==> src/rtl/nibble_fetch_if.sv <==
// ============================================================================
//  Module   : nibble_fetch_if
//  Brief    : Bus between the fetch stage and its sequencer, ROM and decoder.
//  Revision : 1.0 - initial release
// ============================================================================
`default_nettype none

interface nibble_fetch_if #(
  parameter int PC_W = 12,
  parameter int IR_W = 8
);
  logic              en;
  logic              load_pc;
  logic [PC_W-1:0]   pc_in;
  logic [IR_W-1:0]   rom_data;
  logic [PC_W-1:0]   pc_out;
  logic [IR_W/2-1:0] instr;
  logic [IR_W/2-1:0] oprnd;
  logic              phase;
  logic              exec_start;

  // Master drives control and ROM data; the fetch stage is the slave.
  modport master (
    output en, load_pc, pc_in, rom_data,
    input  pc_out, instr, oprnd, phase, exec_start
  );

  modport slave (
    input  en, load_pc, pc_in, rom_data,
    output pc_out, instr, oprnd, phase, exec_start
  );
endinterface

`default_nettype wire

==> src/rtl/nibble_fetch.sv <==
// ============================================================================
//  Module   : nibble_fetch
//  Brief    : Fetch stage of the 4-bit core: PC, ROM capture, opcode/operand split.
//  Revision : 1.0 - initial release
// ============================================================================
`default_nettype none

module nibble_fetch #(
  parameter int PC_W = 12,
  parameter int IR_W = 8
) (
  input  wire logic        clk,
  input  wire logic        Rst,
  nibble_fetch_if.slave    bus
);

  localparam int HALF = IR_W / 2;

  typedef enum logic [0:0] {
    S_FETCH = 1'b0,
    S_EXEC  = 1'b1
  } state_t;

  state_t            r_state;
  logic [PC_W-1:0]   r_pc;
  logic [IR_W-1:0]   r_ir;
  logic              r_exec_start;

  // pc_in and rom_data are only sampled in the state that consumes them,
  // so unknowns on those buses never reach the registers.
  always_ff @(posedge clk or negedge Rst) begin
    if (!Rst) begin
      r_state      <= S_FETCH;
      r_pc         <= '0;
      r_ir         <= '0;
      r_exec_start <= 1'b0;
    end else begin
      r_exec_start <= 1'b0;
      if (bus.en) begin
        case (r_state)
          S_FETCH: begin
            r_ir         <= bus.rom_data;
            r_pc         <= r_pc + PC_W'(1);
            r_state      <= S_EXEC;
            r_exec_start <= 1'b1;
          end
          S_EXEC: begin
            if (bus.load_pc) begin
              r_pc <= bus.pc_in;
            end
            r_state <= S_FETCH;
          end
          default: r_state <= S_FETCH;
        endcase
      end
    end
  end

  assign bus.pc_out     = r_pc;
  assign bus.instr      = r_ir[IR_W-1:HALF];
  assign bus.oprnd      = r_ir[HALF-1:0];
  assign bus.phase      = r_state;
  assign bus.exec_start = r_exec_start;

endmodule

`default_nettype wire

==> src/flat_wrapper.sv <==
// flat-port wrapper written by rule: the top's interface ports become plain ports
module nibble_fetch_flat 
#(
  parameter int PC_W = 12,
  parameter int IR_W = 8
)
  (clk, Rst, bus_en, bus_load_pc, bus_pc_in, bus_rom_data, bus_pc_out, bus_instr, bus_oprnd, bus_phase, bus_exec_start);
  nibble_fetch_if #(.PC_W(PC_W), .IR_W(IR_W)) bus_i ();
  input  wire logic clk;
  input  wire logic Rst;
  input wire logic [$bits(bus_i.en)-1:0] bus_en;
  input wire logic [$bits(bus_i.load_pc)-1:0] bus_load_pc;
  input wire logic [$bits(bus_i.pc_in)-1:0] bus_pc_in;
  input wire logic [$bits(bus_i.rom_data)-1:0] bus_rom_data;
  output wire logic [$bits(bus_i.pc_out)-1:0] bus_pc_out;
  output wire logic [$bits(bus_i.instr)-1:0] bus_instr;
  output wire logic [$bits(bus_i.oprnd)-1:0] bus_oprnd;
  output wire logic [$bits(bus_i.phase)-1:0] bus_phase;
  output wire logic [$bits(bus_i.exec_start)-1:0] bus_exec_start;
  assign bus_i.en = bus_en;
  assign bus_i.load_pc = bus_load_pc;
  assign bus_i.pc_in = bus_pc_in;
  assign bus_i.rom_data = bus_rom_data;
  assign bus_pc_out = bus_i.pc_out;
  assign bus_instr = bus_i.instr;
  assign bus_oprnd = bus_i.oprnd;
  assign bus_phase = bus_i.phase;
  assign bus_exec_start = bus_i.exec_start;
  nibble_fetch #(.PC_W(PC_W), .IR_W(IR_W)) u_core (.clk(clk), .Rst(Rst), .bus(bus_i));
endmodule
==> config.mk <==
export PLATFORM = sky130hd
export DESIGN_NAME = nibble_fetch_flat
export DESIGN_NICKNAME = d
export VERILOG_FILES = /design/src/rtl/nibble_fetch_if.sv /design/src/rtl/nibble_fetch.sv /design/src/flat_wrapper.sv
export SDC_FILE = /design/constraint.sdc
export NUM_CORES = 1
export LEC_CHECK = 0
export ABC_AREA = 1
export CORE_MARGIN = 2
export CORE_UTILIZATION = 30
export CTS_CLUSTER_SIZE = 24
export DETAILED_ROUTE_END_ITERATION = 12
export GPL_ROUTABILITY_DRIVEN = 0
export PLACE_DENSITY_LB_ADDON = 0.2
export SETUP_SLACK_MARGIN = 0.3
export SLEW_MARGIN = 20
export SYNTH_ARGS = -nofsm -noshare
export SYNTH_HDL_FRONTEND = slang
export SYNTH_SLANG_ARGS = --single-unit
==> constraint.sdc <==
create_clock -name clk -period 1.7 [get_ports clk]
set_input_delay 0.34 -clock clk [delete_from_list [all_inputs] [get_ports clk]]
set_output_delay 0.34 -clock clk [all_outputs]
set_load 0.05 [all_outputs]
==> flow_metrics.env <==
export IMPL_status="finished, final reports clean"
export IMPL_period_needed_ns=1.30
export IMPL_tritoncts="yes"
export IMPL_synth_top_flop_cell="dfrtp_1"
export IMPL_via_count=1170
export IMPL_synth_top_area_share_pct=46.1
export IMPL_end_kind="register"
export IMPL_grt_pass1_vias=1052
export IMPL_io_pins=46
export IMPL_yosysWarnings=0
export IMPL_route_detailed_drc=0
export IMPL_drt_wirelength_per_cell_microns=11.1
export IMPL_cts_buffers=3
export IMPL_drv_cap=0
export IMPL_ir_worst_vdd_v=0.000474
export IMPL_synthTopCellsByArea="dfrtp_1 46%, nand2_1 21%, nor2_1 5.0%, nand3_1 4.6%, inv_1 4.1%"
export IMPL_multi_input_area_sq_um=554
export IMPL_rsz0062_at_grt="yes"
export IMPL_criticalPathCategory="register to register"
export IMPL_hold_class="input pin to async pin"
export IMPL_dp_slack_ns=0.167
export IMPL_start_util_pct=31.9
export IMPL_dieArea_sq_um=4500
export IMPL_grt_max_degree=24
export IMPL_fill_cells=419
export IMPL_diodes=0
export IMPL_powerDensity_nw_per_um2=1390
export IMPL_crit_slowest_cell="dfrtp_2"
export IMPL_ys_seq_area_share_pct=46.1
export IMPL_dieHeight_microns=67.1
export IMPL_yosysMostFrequentCell="nand2_1"
export IMPL_grt_pass1_wl_microns=4810
export IMPL_dr_first_iter_drc_count=101
export IMPL_setup_violations=0
export IMPL_finClkSkew_ns=0.00544
export IMPL_post_route_period_util_pct=76.3
export IMPL_cpPeakStageDelay_ns=0.43
export IMPL_synth_common_cells="68 x nand2_1, 22 x dfrtp_1, 16 x nor2_1"
export IMPL_tns_ns=0
export IMPL_yosysTopAreaCell="dfrtp_1"
export IMPL_ant_nets=0
export IMPL_postSynthCellCount=162
export IMPL_report_final_slew_viol_count=0
export IMPL_cpMostUsedCell="nand2_1"
export IMPL_syn_area_sq_um=1190
export IMPL_worstReg2RegEnd="u_core.bus.pc_out[2]"
export IMPL_antenna_found_initial=0
export IMPL_cp_num_buf_inv=1
export IMPL_cts_root_buffer="clkbuf_8"
export IMPL_cts_sinks=22
export IMPL_avgSynthCellArea_sq_um=7.38
export IMPL_synthesis_nets=187
export IMPL_cts_hold_buf=0
export IMPL_leakage_nw=0.868
export IMPL_utilization_pct=46.5
export IMPL_yosysUniqueCellTypes=22
export IMPL_nets=239
export IMPL_worstPathCellList="ha_1 -> nand2_1 -> inv_1 -> o21ai_0 -> o211ai_2 -> nand2_1"
export IMPL_timing_fmax_ghz=0.771
export IMPL_clk_latency_ns=0.26
export IMPL_slew_limit_headroom_pct=79.6
export IMPL_die_x_microns=67.1
export IMPL_drt_pre_antenna_iters=6
export IMPL_synthArstFlopShare_pct=100
export IMPL_port_buffers=45
export IMPL_htreeDepth=1
export IMPL_hold_violations=0
export IMPL_r2r_setup_slack_ns=0.40
export IMPL_grtUsageTotal_pct=14.2
export IMPL_r2r_start="u_core.bus.pc_out[0]"
export IMPL_tightest_slew_ns=0.305
export IMPL_start_kind="register"
export IMPL_dp_final_hpwl_microns=2120
export IMPL_via_per_inst=4.48
export IMPL_ys_seq_elements=22
export IMPL_row_count=22
export IMPL_drt_wl_total_microns=2910
export IMPL_holdWs_ns=0.432
export IMPL_cp_top_family="flip-flops"
export IMPL_globalRoute_totalOverflow=0
export IMPL_crit_path_max_fanout=4
export IMPL_area_growth_pct=45.7
export IMPL_core_area_sq_um=3740
export IMPL_synth_edff_count=0
export IMPL_seq_area_sq_um=561
export IMPL_cp_required_ns=1.90
export IMPL_clock_path_buffers=2
export IMPL_arrival_ns=1.50
export IMPL_drive_gt1_share_pct=22.5
export IMPL_cts_clk_slew_worst_paths_ns=0.08
export IMPL_worst_slack_ns=0.403
export IMPL_r2r_cells=6
[metrics by stage]
| stage | power, mW | cell area (sq um) | std cells |
|---|---|---|---|
| global route | 2.59 | 1740 | 261 |
| CTS | 2.43 | 1730 | 261 |
| detailed placement | 2.08 | 1670 | 255 |
| global placement | 2.08 | 1670 | 255 |
| floorplan | 1.68 | 1210 | 162 |
| finish | 2.42 | 1740 | 261 |
[sequential cells by signal, indices dropped and copies added, names as in the netlist]
signal                 flops
u_core.bus.phase           1
u_core.bus.exec_start      1
u_core.r_ir                8
u_core.bus.pc_out         12
[logic make-up after synthesis]
kind of cell / count (synthesis) / synth area share, %
AND/OR/NAND/NOR: 100 / 33.8
flip-flops: 22 / 46.1
buffers and inverters: 20 / 8.17
AO/OA/AOI/OAI: 19 / 10.9
adder cells (fa/ha/maj): 1 / 1.05
[how the worst max path moves through the flow]
stage,depth (start not counted),slack (ns),end,from
final,6,0.40,u_core.bus.pc_out[2],u_core.bus.pc_out[0]
after floorplan,7,0.28,u_core.bus.pc_out[3],u_core.bus.phase
after CTS,7,0.36,u_core.bus.pc_out[5],u_core.bus.phase
after global placement,6,0.19,u_core.bus.pc_out[3],bus_load_pc
after detailed placement,6,0.17,u_core.bus.pc_out[3],bus_load_pc
after global routing,8,0.29,u_core.bus.pc_out[10],u_core.bus.pc_out[0]
[layer usage]
metal	routed length, microns	track usage [%]
met1	1340	19.6
met2	1360	21.3
met3	136	2.70
met4	61	6.89
met5	0	0
[layout make-up]
| type | instances | area share, % |
|---|---|---|
| Clock buffer | 4 | 2.59 |
| Inverter | 16 | 3.88 |
| Multi-Input combinational cell | 120 | 31.8 |
| Sequential cell | 22 | 32.2 |
| Tap cell | 48 | 3.45 |
| Timing Repair Buffer | 51 | 26.0 |
[where the power goes]
part	total, mW	switching [mW]	internal (mW)
clock network	0.332	0.165	0.167
registers	0.819	0.145	0.674
logic	1.26	0.851	0.414
total	2.42	1.16	1.25
[worst register-to-register path, cell delays in order (launching register included)]
cell and delay, ns:
dfrtp_2 0.43, ha_1 0.21, nand2_1 0.16, inv_1 0.08
o21ai_0 0.19, o211ai_2 0.10, nand2_1 0.07
[timing repair]
action,in CTS,in global routing
resized for setup,0,2
buffers inserted,2,0
endpoints found under the setup margin,2,4
[cells in the final DEF, fill, tap and decap left out, types with 2 or more instances in the layout]
cell type / synthesis / routed
buf_4: 0 / 27
clkbuf_8: 0 / 3
inv_1: 13 / 13
clkdlybuf4s50_1: 0 / 23
nand3_1: 11 / 11
nand3b_1: 2 / 2
nor2_1: 16 / 15
dfrtp_1: 22 / 14
o21bai_1: 2 / 2
o21ai_0: 5 / 5
o21ai_1: 3 / 3
nor2_2: 2 / 2
nand2_1: 68 / 68
dfrtp_2: 0 / 8
o22ai_1: 3 / 3
a21oi_1: 2 / 2
Power figures use the tool's default switching activity.
==> RTL change 1: new RTL, same settings <==
`IR_W` is set to 8 in 3 places; all go to 12.
--- a/src/rtl/nibble_fetch_if.sv
+++ b/src/rtl/nibble_fetch_if.sv
@@ -9,3 +9,3 @@
   parameter int PC_W = 12,
-  parameter int IR_W = 8
+  parameter int IR_W = 12
 );
--- a/src/rtl/nibble_fetch.sv
+++ b/src/rtl/nibble_fetch.sv
@@ -9,3 +9,3 @@
   parameter int PC_W = 12,
-  parameter int IR_W = 8
+  parameter int IR_W = 12
 ) (
--- a/src/flat_wrapper.sv
+++ b/src/flat_wrapper.sv
@@ -4,3 +4,3 @@
   parameter int PC_W = 12,
-  parameter int IR_W = 8
+  parameter int IR_W = 12
 )
Ports: changed (resized bus_instr, bus_oprnd and bus_rom_data); port bits go from 46 to 54. The function was not compared with the original's and may differ.
==> RTL change 1 against the original RTL <==
  * Synthesized area grew 14%
  * Sequential cell count rose by 4
  * Total power grew 20%
  * Combinational power grew 13%
  * Setup slack got worse by 65 ps
  * Routed wire length is 14% higher
  * Count of clock-buffer cells in the layout down 1
  * Final area up 15%
  * Die area increased by 13%
  * Maximum frequency down 4.8%
  * Clock skew shrank 1.3 ps
  * Critical path type is now flip-flop to primary output
  * Largest power group unchanged
==> RTL change 1: results <==
set metrics [dict create \
    place_area_mm2 0.001912 \
    drive_above_1_share_pct 22.65 \
    track_usage_pct 13.86 \
    clock_skew_ps 4.144 \
    yosysUniqueCellTypes 26 \
    vias 1275 \
    met1Wirelength_um 1480 \
    clock-sinks 26 \
    syn_inst 179 \
    synthAdderAreaFrac_pct 0.9217 \
    dr_wl_met2_um 1540 \
    worstMarginPinSlew_ps 380.1 \
    grt_max_degree 27 \
    met3_length_um 275 \
    filler_cell_count 437 \
    crit_path_max_fanout 11 \
    p_int_mw 1.572 \
    cp.arrival_ps 1020 \
    grt_pass1_wl_um 5658 \
    portBuffers 53 \
    use_met1_pct 16.91 \
    place_ws_ps 112.3 \
    synth_fp_nets 208 \
    ys_seq_area_share_pct 47.93 \
    hold_slack_ps 442.4 \
    seqCellArea_um2 658.1 \
    clk_share_pct 3.576 \
    synth_commonest_cells "77 x nand2_1, 26 x dfrtp_1, 18 x nor2_1" \
    drt_wl_total_um 3313 \
    status "completed" \
    place_hpwl_um 2375 \
]
-- RTL change 1: path summary, 6_finish.rpt --
check                                  from              endpoint  slack, ps  cells past startpoint
max                        u_core.bus.phase             bus_phase        340                      2
min                                     Rst  u_core.bus.pc_out[6]        440                      2
max reg2reg                u_core.bus.phase  u_core.bus.pc_out[5]        390                      7
min reg2reg                 u_core.r_ir[11]       u_core.r_ir[11]        480                      2
max in group asynchronous               Rst      u_core.bus.phase        970                      2
min in group clk            u_core.r_ir[11]       u_core.r_ir[11]        480                      2
-- RTL change 1: power groups by stage --
stage          clock network [mW]  registers [mW]  logic, mW
6_report                    0.525           0.954       1.43
5_1_grt                     0.565           0.979       1.54
4_1_cts                     0.548           0.952       1.44
3_5_place_dp                    0           0.961       1.43
3_3_place_gp                    0           0.966       1.42
2_1_floorplan                   0            1.50      0.419
==> RTL change 2: new RTL, same flow settings <==
Without the edit above. Reset style: synchronous (`Rst`), changed in one clocked block.
--- a/src/rtl/nibble_fetch.sv
+++ b/src/rtl/nibble_fetch.sv
@@ -30,3 +30,3 @@
   // so unknowns on those buses never reach the registers.
-  always_ff @(posedge clk or negedge Rst) begin
+  always_ff @(posedge clk) begin
     if (!Rst) begin
Function: differs if Rst is asserted again (counterexample within 4 cycles, from zero or initial values and one cycle with Rst low); with Rst held inactive, the same outputs for 10 cycles.
==> RTL change 2 against the original RTL <==
  * Clock skew shrank 1.4 ps
  * Setup slack worse by 25 ps
  * Final area shrank 1.2%
  * Global-route usage is 0.42 points higher
  * Routed wire length increased by 1.3%
  * Sequential cell count unchanged
  * Utilization increased by 0.12 points
  * Synthesized area shrank 2.6%
Power is not compared: it rests on default switching activity, and its combinational part moved more than twofold at a synthesized area within 25%.
==> RTL change 2: results <==
set metrics [dict create \
    synth_commonest_cells "36 x nand2_1, 36 x nor2_1, 22 x dfxtp_1" \
    r2r_slack_ps 430 \
    first_pass_iters 4 \
    worstMarginPinSlew_ps 384.8 \
    drt_wl_total_um 2944 \
    antenna_cells 0 \
    vias 1229 \
    grt_pass1_wl_um 5037 \
    ys_seq_area_share_pct 37.85 \
    grtUsageMet3_pct 2.215 \
    synth_xor_area_share_pct 0.7527 \
    cp.arrival_ps 1470 \
    filler_cell_count 402 \
    yosysUniqueCellTypes 27 \
    nets 245 \
    drtIter0Drc 62 \
    yosys-top-cells-area "dfxtp_1 38%, nand2_1 12%, nor2_1 12%, o21ai_0 5.6%, a21oi_1 4.3%" \
    clkTransAtPathRegs_ps 90 \
    max_stage_delay_ps 450 \
    track_usage_pct 14.66 \
    place_ws_ps 82.78 \
    grt_max_degree 18 \
    place_hpwl_um 2181 \
    min_period_over_period_pct 77.76 \
    synth_compound_area_share_pct 13.87 \
    slowest_stage "clkdlybuf4s50_1" \
    worstHoldPathType "flip-flop to flip-flop" \
    cp-startpoint "bus_en" \
    status "completed" \
    drive_above_1_share_pct 24.20 \
    use_met1_pct 19.23 \
    use_met2_pct 24.38 \
    r2r-start "u_core.bus.pc_out[1]" \
    async_flop_share_pct 0 \
    antenna_found_initial 0 \
    postCtsSetupBuffers 0 \
    crit_family "buffers and inverters" \
    crit_path_max_fanout 6 \
    clock_skew_ps 4.034 \
    first_global_vias 1145 \
    synth_fp_nets 196 \
]
[RTL change 2: kinds of logic (layout without fill, tap and decap cells)]
group | after synthesis | count (layout)
simple gates | 99 | 99
compound gates | 30 | 30
flops | 22 | 22
buf+inv | 18 | 66
fa+ha+maj | 1 | 1
xor+xnor | 1 | 1
[RTL change 2: area by class of cell]
cell class	instances	area, um^2	area share (%)
well taps	48	60.06	3.493
inverters	11	43.79	2.547
flip-flops and latches	22	449.2	26.13
repair buffers	51	452.9	26.35
clock buffers	3	41.29	2.402
clock inverters	1	30.03	1.747
multi-input cells	131	641.9	37.34
[RTL change 2: per-stage QoR]
| stage | area (um^2) | hold slack, ps | instances |
|---|---|---|---|
| finish | 1719 | 492.8 | 267 |
| global route | 1719 | 512.1 | 267 |
| CTS | 1699 | 496.5 | 267 |
| detailed placement | 1628 | 479.4 | 263 |
| global placement | 1628 | 475.8 | 263 |
| floorplan | 1172 | 469.2 | 171 |
[RTL change 2: worst paths after layout]
kind                            to  depth (start not counted)
min                 u_core.r_ir[2]                          2
max reg2reg  u_core.bus.pc_out[10]                          8
min reg2reg         u_core.r_ir[2]                          2
max           u_core.bus.pc_out[2]                          8
[RTL change 2: report_power, final]
group	internal (mW)	total [mW]	switching [mW]
registers	0.557	0.595	0.0384
logic	0.163	0.422	0.259
clock network	0.315	0.496	0.181
[RTL change 2: worst register-to-register path, cell delays in order, from the launching register on]
cell and delay (ps):
dfxtp_2 380, ha_2 230, nand2_2 80, nor2_4 160
nand2_1 60, nand2_1 50, nand3_1 60, nand2_1 60
a21oi_1 50
[RTL change 2: routing by layer]
metal	vias to the layer above	part of all wire (%)
li1	655	-
met1	544	48
met2	26	46
met3	4	4.1
met4	0	0.92
met5	-	0
[RTL change 2: timing repair]
| action | 4_1_cts | 5_1_grt |
|---|---|---|
| gates resized for setup | 0 | 6 |
| setup endpoints to repair | 0 | 6 |
| hold buffers | 0 | 0 |
